===== src/rtl/cordic_iter.sv =====
// Iterative CORDIC engine: one micro-rotation per clock, rotation or vectoring mode.
// Results carry the uncompensated CORDIC gain (~1.6468); the consumer scales.
module cordic_iter #(
    parameter int DW   = 16,
    parameter int AW   = 12,
    parameter int AF   = 4,    // 0..16
    parameter int ITER = 12    // 1..16
) (
    input  logic          c_clk,
    input  logic          c_rst,
    input  logic          i_start,
    input  logic          i_mode,
    input  logic [DW-1:0] i_x,
    input  logic [DW-1:0] i_y,
    input  logic [AW-1:0] i_z,
    output logic          o_busy,
    output logic          o_done,
    output logic [DW+1:0] o_x,
    output logic [DW+1:0] o_y,
    output logic [AW-1:0] o_z
);
    // state | meaning
    // IDLE  | waiting for i_start; outputs hold the last result
    // RUN   | one micro-rotation per clock, iterations 0..ITER-1

    typedef enum logic {IDLE, RUN} state_t;

    localparam logic [3:0] LAST = 4'(ITER - 1);

    state_t               state, state_nxt;
    logic                 load, step, last;
    logic                 mode_r;
    logic [3:0]           iter_r;
    logic signed [DW+1:0] x_r, y_r, x_sh, y_sh, x_nxt, y_nxt;
    logic signed [AW-1:0] z_r, z_nxt;
    logic                 d_pos;
    logic [AW-1:0]        atan_tab [16];

    // atan(2^-i) in degrees scaled by 2^16, floored; shifting right keeps the floor
    function automatic logic [AW-1:0] atan_entry(input int idx);
        logic [31:0] full;
        case (idx)
            0:       full = 32'd2949120;
            1:       full = 32'd1740967;
            2:       full = 32'd919879;
            3:       full = 32'd466945;
            4:       full = 32'd234378;
            5:       full = 32'd117303;
            6:       full = 32'd58666;
            7:       full = 32'd29334;
            8:       full = 32'd14667;
            9:       full = 32'd7333;
            10:      full = 32'd3666;
            11:      full = 32'd1833;
            12:      full = 32'd916;
            13:      full = 32'd458;
            14:      full = 32'd229;
            default: full = 32'd114;
        endcase
        return AW'(full >> (16 - AF));
    endfunction

    for (genvar g = 0; g < 16; g++) begin : g_atan
        assign atan_tab[g] = atan_entry(g);
    end

    always_ff @(posedge c_clk) begin
        if (c_rst) begin
            state <= IDLE;
        end else begin
            state <= state_nxt;
        end
    end

    always_comb begin
        state_nxt = state;
        load      = 1'b0;
        step      = 1'b0;
        last      = 1'b0;
        case (state)
            IDLE: begin
                if (i_start) begin
                    load      = 1'b1;
                    state_nxt = RUN;
                end
            end
            RUN: begin
                step = 1'b1;
                if (iter_r == LAST) begin
                    last      = 1'b1;
                    state_nxt = IDLE;
                end
            end
            default: state_nxt = IDLE;
        endcase
    end

    always_comb begin
        x_sh  = x_r >>> iter_r;
        y_sh  = y_r >>> iter_r;
        // rotation drives z toward 0, vectoring drives y toward 0
        d_pos = mode_r ? y_r[DW+1] : ~z_r[AW-1];
        if (d_pos) begin
            x_nxt = x_r - y_sh;
            y_nxt = y_r + x_sh;
            z_nxt = z_r - atan_tab[iter_r];
        end else begin
            x_nxt = x_r + y_sh;
            y_nxt = y_r - x_sh;
            z_nxt = z_r + atan_tab[iter_r];
        end
    end

    always_ff @(posedge c_clk) begin
        if (c_rst) begin
            x_r    <= '0;
            y_r    <= '0;
            z_r    <= '0;
            mode_r <= 1'b0;
            iter_r <= '0;
            o_done <= 1'b0;
            o_x    <= '0;
            o_y    <= '0;
            o_z    <= '0;
        end else begin
            o_done <= last;
            if (load) begin
                x_r    <= {{2{i_x[DW-1]}}, i_x};
                y_r    <= {{2{i_y[DW-1]}}, i_y};
                z_r    <= i_mode ? '0 : i_z;
                mode_r <= i_mode;
                iter_r <= '0;
            end else if (step) begin
                x_r    <= x_nxt;
                y_r    <= y_nxt;
                z_r    <= z_nxt;
                iter_r <= iter_r + 4'd1;
            end
            if (last) begin
                o_x <= x_nxt;
                o_y <= y_nxt;
                o_z <= z_nxt;
            end
        end
    end

    assign o_busy = (state == RUN);

endmodule


===== config.mk =====
export PLATFORM = sky130hd
export DESIGN_NAME = cordic_iter
export DESIGN_NICKNAME = d
export VERILOG_FILES = /design/src/rtl/cordic_iter.sv
export SDC_FILE = /design/constraint.sdc
export NUM_CORES = 1
export LEC_CHECK = 0
export CORE_ASPECT_RATIO = 0.7
export CORE_MARGIN = 2
export CORE_UTILIZATION = 53
export DETAILED_ROUTE_END_ITERATION = 6
export PLACE_DENSITY = 0.85
export SYNTH_ARGS = -nofsm -noshare
export SYNTH_HDL_FRONTEND = slang
export SYNTH_SLANG_ARGS = --single-unit

===== constraint.sdc =====
create_clock -name c_clk -period 4.7 [get_ports c_clk]
set_input_delay 0.94 -clock c_clk [delete_from_list [all_inputs] [get_ports c_clk]]
set_output_delay 0.94 -clock c_clk [all_outputs]
set_load 0.005 [all_outputs]

==> flow_results.org, run 1 <==
** Outcome
- The run finished with clean final reports.

** Synthesis
- Synthesis produced a netlist with a net count of 1222.
- Number of enable-type register cells in the synthesized netlist :: 0
- Most repeated cell in the gate-level netlist after synthesis :: nand2_1
- Each instance of the synthesized netlist takes up on average 8.000 um^2.
- Area leader, netlist :: dfxtp_1
- Cell count after synthesis :: 1117
- After synthesis the netlist holds a flip-flop and latch count of 103.
- After synthesis, flip-flops and latches occupy 23.07% of the total area.
- Area of the mapped netlist :: 8936 um^2
- After synthesis, the largest area contributor takes up 23.07% of total cell area.
- Among all flip-flop cells after synthesis, the most frequent one is dfxtp_1.
- Of all flip-flops after synthesis, the portion carrying an async set or reset was 0%.
- By count the netlist is led by nand2_1 (114), a21oi_1 (112), nor2_1 (109).
- Cell types occupying the most area after synthesis :: dfxtp_1 (23%), mux4_2 (8.3%), ha_1 (7.6%)
- Yosys mapped the design onto 67 distinct sky130hd cell types.
- The Yosys step of the flow raised 0 warnings.

** Setup path
- Worst path buffer plus inverter count :: 2
- CP Data Required Time :: 4.96 ns
- On the critical path the largest part of the delay comes from simple AND/OR/NAND/NOR gates.
- Crit-path slowest cell :: dfxtp_4
- Largest stage delay, worst path :: 0.43 ns
- At the worst endpoint, the arrival time is 4.93 ns.
- STA classifies the critical path startpoint as a flop.
- Of all nets on the critical path, the largest fanout is 6.
- Cell-by-cell trace of the critical path :: buf_6 -> mux2_2 -> a22o_1 -> or2_2 -> a211oi_2 -> buf_4 -> nand3_2 -> nor4_1 -> nor2_1 -> xor2_1 -> ha_1 -> or2_2 -> a21oi_2 -> nor3_2 -> nor3_2 -> nor4b_2 -> a311o_1 -> a311oi_1
- The setup path with the least slack is of type flop to flop.
- Critical path endpoint category :: flop

** Timing
- Final period util :: 99.41%
- Clock Skew :: 0.008193 ns
- In this run the tightest slew margin relative to its limit is 36.57%.
- Adding up every negative setup slack in the final design gives 0 ns.
- Static timing analysis puts the maximum clock frequency at 0.2140 GHz.
- Final Hold Viols :: 0
- At the pin with the least slew margin, the transition time is 0.9479 ns.
- Once routing completed, OpenROAD measured the worst setup slack at 0.02780 ns.
- Setup repair after global routing could not meet its margin everywhere.
- After layout, the minimum clock period comes to 4.672 ns.
- Final-report max-slew violation count :: 0
- Final worst hold slack :: 0.4544 ns
- Setup violations remaining at the end of the flow were counted as 0.

** Floorplan
- The floorplan step defined a core boundary enclosing 16400 um^2.
- Die boundary width :: 159.2 um
- Starting Density :: 54.50%
- Die Area :: 17930 um^2
- Die Y :: 112.6 um
- In this run the count of I/O pins placed on the die edge is 98.
- The floorplan has 39 rows.

** Global routing
- GR Util All Layers :: 31.62%
- Entering global routing, the biggest net connects 61 pins.
- Number of global-route vias before repair :: 8376
- Number of antenna violations at the first check in global routing :: 0
- The first global-routing pass estimated 45220 um of wire.
- Global routing finished with a remaining overflow of 0.

** Clocking
- The H-tree was split into 3 levels.
- CTS saw 103 sinks.
- Clock latency on the worst-skew pair :: 0.37 ns
- After clock tree synthesis, the clock-pin slew on the worst setup and hold paths is 0.07 ns.
- The longest clock path from root to sink contains 2 buffers.
- CTS placed an instance of clkbuf_16 at the clock tree root.
- In this run, CTS created clock tree buffers numbering 9.
- TritonCTS clock tree :: built

** Hold path
- Tightest Hold Check Type :: flop to flop

** Cells and area
- In the final design database the tool counted 1356 nets.
- Number of fill cells in the layout :: 1320
- The post-route netlist has 17.68% of its cells at a drive strength greater than 1.
- After routing the design area is 11220 um^2.
- Core occupancy in the finished layout :: 68.44%
- The repair_antennas step left the layout with diodes totalling 0.
- Layout Cells excl Fill :: 1481
- The area growth from synthesis to layout is 25.58%.

** Job
- Total of max-cap violations :: 0

** Placed design
- Once placement finished, the instance area stood at 10560 um^2.
- Routability-driven placement finished with a final weighted congestion of 1.052.
- After detailed placement, the design holds a cell count of 1451.
- Pre-CTS worst setup slack :: -0.1639 ns
- Placed wire-length estimate :: 21420 um
- Number of I/O port buffers :: 97

** Power and ir drop
- Overall power consumption after layout is estimated at 4.787 mW.
- Static leakage :: 4.347 nW
- Peak supply drop :: 0.3079 mV
- Cell Pwr Density :: 426.6 nW/um^2

** Drt
- Total via count in the routed design :: 9294
- First DRT Iteration DRCs :: 923
- Wirelength, routed :: 29370 um
- DRC violations left :: 0
- The count of nets left with antenna violations once routing finished came out at 0.
- After detailed routing, the average wire length per cell comes to 19.83 um.
- The first TritonRoute pass finished after 5 iterations.
- In the routed layout, each cell is associated on average with a via count of 6.275.
==> worst min-delay path: cells and delay by family, from the launching register on <==
kind / cells / cell delay (ns)
flops: 1 / 0.31
simple gates: 1 / 0.05
compound gates: 1 / 0.05
==> power by group <==
part	total (mW)	switching [mW]	internal, mW	leakage, nW
combinational	2.95	1.64	1.30	3.37
sequential	1.09	0.148	0.946	0.844
clock	0.747	0.381	0.366	0.138
total	4.79	2.17	2.62	4.35
==> registers in the layout, indices dropped and copies added, names as in the netlist <==
signal and flops:
o_z 12, iter_r 4, o_done 1, o_busy 1, x_r 18, y_r 18
z_r 12, mode_r 1, o_x 18, o_y 18
==> layout make-up <==
type                            count  area [um^2]  area share [%]
Clock inverter                      7        55.05          0.4906
Multi-Input combinational cell    909         6696           59.67
Inverter                           32        120.1           1.070
Timing Repair Buffer              196         1773           15.80
Tap cell                          225        281.5           2.509
Clock buffer                        9        225.2           2.007
Sequential cell                   103         2071           18.45
==> placed cells by master, fill, tap and decap left out, types with 29 or more instances in the layout <==
cell               n
mux4_2            33
ha_1              51
nor2_1           106
a211oi_1          56
xnor2_1           45
clkdlybuf4s50_1   95
dfxtp_1          100
nor2b_1           29
buf_4             93
o21ai_0           61
nand2_1          113
a21oi_1          106
==> worst paths after layout <==
check / startpoint / endpoint / slack [ns] / depth (start not counted)
max reg2reg: iter_r[1] / x_r[17] / 0.03 / 18
min reg2reg: o_y[8] / o_y[8] / 0.45 / 2
min: o_y[8] / o_y[8] / 0.45 / 2
max: iter_r[1] / x_r[17] / 0.03 / 18
==> routing by layer <==
metal	vias up	routed length [um]	share of wire [%]	GRT usage [%]
met5	-	0	0	0
met4	0	949	3.2	10.67
met3	79	3131	11	7.687
met2	554	12220	42	46.41
met1	4291	13060	44	45.52
li1	4370	-	-	-
==> cell families (layout without fill, tap and decap cells) <==
family | after synthesis | after routing | synth area share [%]
xor+xnor | 73 | 73 | 7.155
compound gates | 341 | 341 | 24.33
buf+inv | 105 | 244 | 4.845
mux | 74 | 74 | 13.13
fa+ha+maj | 57 | 57 | 8.233
flops | 103 | 103 | 23.07
simple gates | 364 | 364 | 19.22
==> repair_timing <==
item                       in CTS  in global routing
buffers inserted                0                 13
pin swaps                       0                 23
resized for setup               4                 57
setup endpoints to repair       5                 26
hold endpoints to repair        0                  0
hold buffers                    0                  0
gates cloned                    0                  1
Power figures use the tool's default switching activity.
==> run 2, diff against run 1 <==
--- a/config.mk
+++ b/config.mk
@@ -10,6 +10,7 @@
 export CORE_UTILIZATION = 53
 export DETAILED_ROUTE_END_ITERATION = 6
 export PLACE_DENSITY = 0.85
+export REMOVE_ABC_BUFFERS = 1
 export SYNTH_ARGS = -nofsm -noshare
 export SYNTH_HDL_FRONTEND = slang
 export SYNTH_SLANG_ARGS = --single-unit
==> flow_results.org, run 2 (synthesis results as in run 1) <==
** Timing
- The final setup slack of the worst path is 0.1718 ns (+0.1440 ns).
- The relative slew slack came to 31.87% (-4.7 points).
- The number of slew-limit violations in the final report was 0 (unchanged).
- Final period util :: 96.34% (-3.1 points)
- Minimum period implied by the final worst setup slack :: 4.528 ns (-0.1440 ns)
- The worst hold-check slack is 0.4535 ns (-0.0008690 ns).
- The actual transition at the worst max-transition pin is 1.022 ns (+0.07414 ns).
- Number of setup violations in the final report :: 0 (unchanged)
- The maximum clock frequency is 0.2208 GHz (+3.2%).
- The final clock skew was 0.007381 ns (-0.0008120 ns).
- Final Hold Viols :: 0 (unchanged)
- Setup repair after global routing could not meet its margin everywhere.

** Power and ir drop
- The power density over the cells was 408.2 nW/um^2 (-4.3%).
- The leakage power of the design came to 4.294 nW (-1.2%).
- The worst IR drop on VDD came to 0.1969 mV (-36%).
- The total power after layout came to 4.531 mW (-5.4%).

** Clocking
- Clk slew on worst S/H paths :: 0.07 ns (about the same)
- Clock latency on the worst-skew pair :: 0.36 ns (about the same)
- The maximum count of clock buffers along a single path was 2 (unchanged).
- TritonCTS clock tree :: built
- Clock tree root driver cell :: clkbuf_16
- The number of hold-repair buffers added at the cts stage came to 0 (unchanged).
- Clock net sink count :: 103 (unchanged)
- The maximum level of the CTS H-tree is 3 (unchanged).
- Number of buffers inserted during clock tree synthesis :: 9 (unchanged)

** Drt
- The ratio of routed vias to standard cells came to 6.241 (-0.55%).
- The number of nets with antenna violations after detailed routing is 0 (unchanged).
- Met2 routed WL :: 12240 um (+0.17%)
- The total via count in the routed design was 9205 (-0.96%).
- M1 wire length :: 12170 um (-6.8%)
- The starting DRC count in detailed routing is 1014 (+9.9%).
- In this run the top signal layer used is met4.
- Wirelength, routed :: 27360 um (-6.8%)
- The sum of met3 wire segment lengths after detailed routing was 2475 um (-21%).
- First drt pass iteration count :: 5 (unchanged)
- The residual DRC count came to 0 (unchanged).
- Drt wl/cell :: 18.55 um (-6.4%)

** Setup path
- The worst register-to-register path begins at iter_r[1].
- Worst Path Class, Setup :: flop to flop
- The critical path data arrival time came to 4.80 ns (-0.13 ns).
- Worst-case register-to-register setup slack :: 0.17 ns (+0.14 ns)
- The required arrival time at the worst endpoint is 4.97 ns (about the same).
- Worst setup SP type :: flop
- Highest net fanout along the worst path :: 7 (+1)
- Capturing point of the worst reg2reg path :: y_r[16]
- Critical path endpoint category :: flop
- The count of cells along the worst register-to-register path came to 19 (+1).

** Hold path
- The number of cells traversed by the worst hold path is 2 (unchanged).
- The worst hold path terminates at o_z[9].
- In this run the worst hold path is classified as flop to flop.
- Startpoint of the lowest-slack hold path :: o_z[9]

** Job
- Total of max-cap violations :: 0 (unchanged)

** Cells and area
- Antenna fix cells :: 0 (unchanged)
- Final non-filler cell area :: 11100 um^2 (-1.1%)
- Relative to the synthesized area, the layout overhead comes to 24.19%.
- The net total in the final layout came to 1350 (-0.44%).
- The share of the core filled with cells in the final layout came to 67.69% (-0.76 points).
- In the layout the commonest cells are nand2_1 (113), a21oi_1 (109), nor2_1 (108).
- Most common cell after layout, fill and taps aside :: nand2_1
- The share of cells above drive strength 1 is 16.08% (-1.6 points).
- Number of fill cells in the layout :: 1354 (+2.6%)

** Placed design
- The final weighted congestion in routability-driven placement is 0.9874 (-6.1%).
- The minimum setup slack after placement was -0.01069 ns (+0.1532 ns).
- Number of I/O port buffers :: 97 (unchanged)
- Area of placed instances :: 10530 um^2 (-0.29%)
- Placed wire-length estimate :: 20260 um (-5.4%)

** Global routing
- The remaining global-route overflow is 0 (unchanged).
- GR Util All Layers :: 29.87% (-1.7 points)
- Number of global-route vias before repair :: 8514 (+1.6%)
- Number of antenna violations at the first check in global routing :: 1 (+1)
- Wire length of the first global-routing pass :: 43520 um (-3.8%)
- The largest net degree at the start of global routing is 58 (-4.9%).

** Floorplan
- Die Area :: 17930 um^2 (unchanged)
- Die Y :: 112.6 um (unchanged)
- Die boundary width :: 159.2 um (unchanged)
- Number of placement rows :: 39 (unchanged)
- Core Box Area :: 16400 um^2 (unchanged)
- Starting Density :: 54.50% (unchanged)
- Number of ports placed on the die boundary :: 98 (unchanged)

** Outcome
- The flow ran to the end, and the final reports show no timing, DRC or antenna violations.
-- run 2: worst max-delay path by stage --
stage / start / to / slack, ns / depth (start not counted)
after global routing: iter_r[0] / x_r[17] / -0.05 / 21
after CTS: iter_r[1] / o_x[16] / 0.006 / 19
after floorplan: o_busy / o_x[16] / -1.54 / 4
after global placement: iter_r[2] / o_x[16] / 0.08 / 20
after detailed placement: iter_r[0] / y_r[16] / -0.01 / 18
final: iter_r[1] / y_r[16] / 0.17 / 19
-- run 2: routing by layer --
layer,vias to the layer above,track usage (%)
li1,4367,-
met1,4386,42.05
met2,408,47.25
met3,44,6.171
met4,0,7.273
met5,-,0
-- run 2: cell type report --
class / instances / area [um^2] / share of cell area [%]
Clock buffer: 11 / 232.7 / 2.097
Inverter: 32 / 120.1 / 1.082
Sequential cell: 103 / 2071 / 18.66
Clock inverter: 5 / 57.56 / 0.5186
Multi-Input combinational cell: 909 / 6599 / 59.46
Tap cell: 225 / 281.5 / 2.537
Timing Repair Buffer: 190 / 1737 / 15.65
-- run 2: power breakdown --
group | internal, mW | switching [mW]
Clock | 0.415 | 0.353
Sequential | 0.947 | 0.127
Combinational | 1.22 | 1.47
Total | 2.58 | 1.95
-- run 2: stage by stage --
stage | setup TNS (ns) | cells
global route | -0.1082 | 1475
floorplan | -75.52 | 1044
global placement | 0 | 1446
detailed placement | -0.01069 | 1446
CTS | 0 | 1462
finish | 0 | 1475
-- run 2: repair_timing --
action / CTS / global route
resized for setup: 3 / 38
endpoints found under the setup margin: 3 / 23
pin swaps: 0 / 13
gates cloned: 0 / 1
setup buffers: 0 / 12
-- run 2: worst max-delay path: stages, from the launching register on --
cell      delay [ns]
dfxtp_4         0.41
buf_6           0.14
mux4_2          0.52
mux2_2          0.32
a222oi_1        0.23
buf_4           0.19
ha_1            0.17
and2_4          0.16
inv_1           0.06
o31ai_2         0.23
xnor2_1         0.09
ha_1            0.36
nand3_1         0.13
a21oi_1         0.09
or4_4           0.50
a31oi_4         0.19
o41ai_2         0.12
xor2_1          0.22
nor2_1          0.06
a311oi_1        0.24
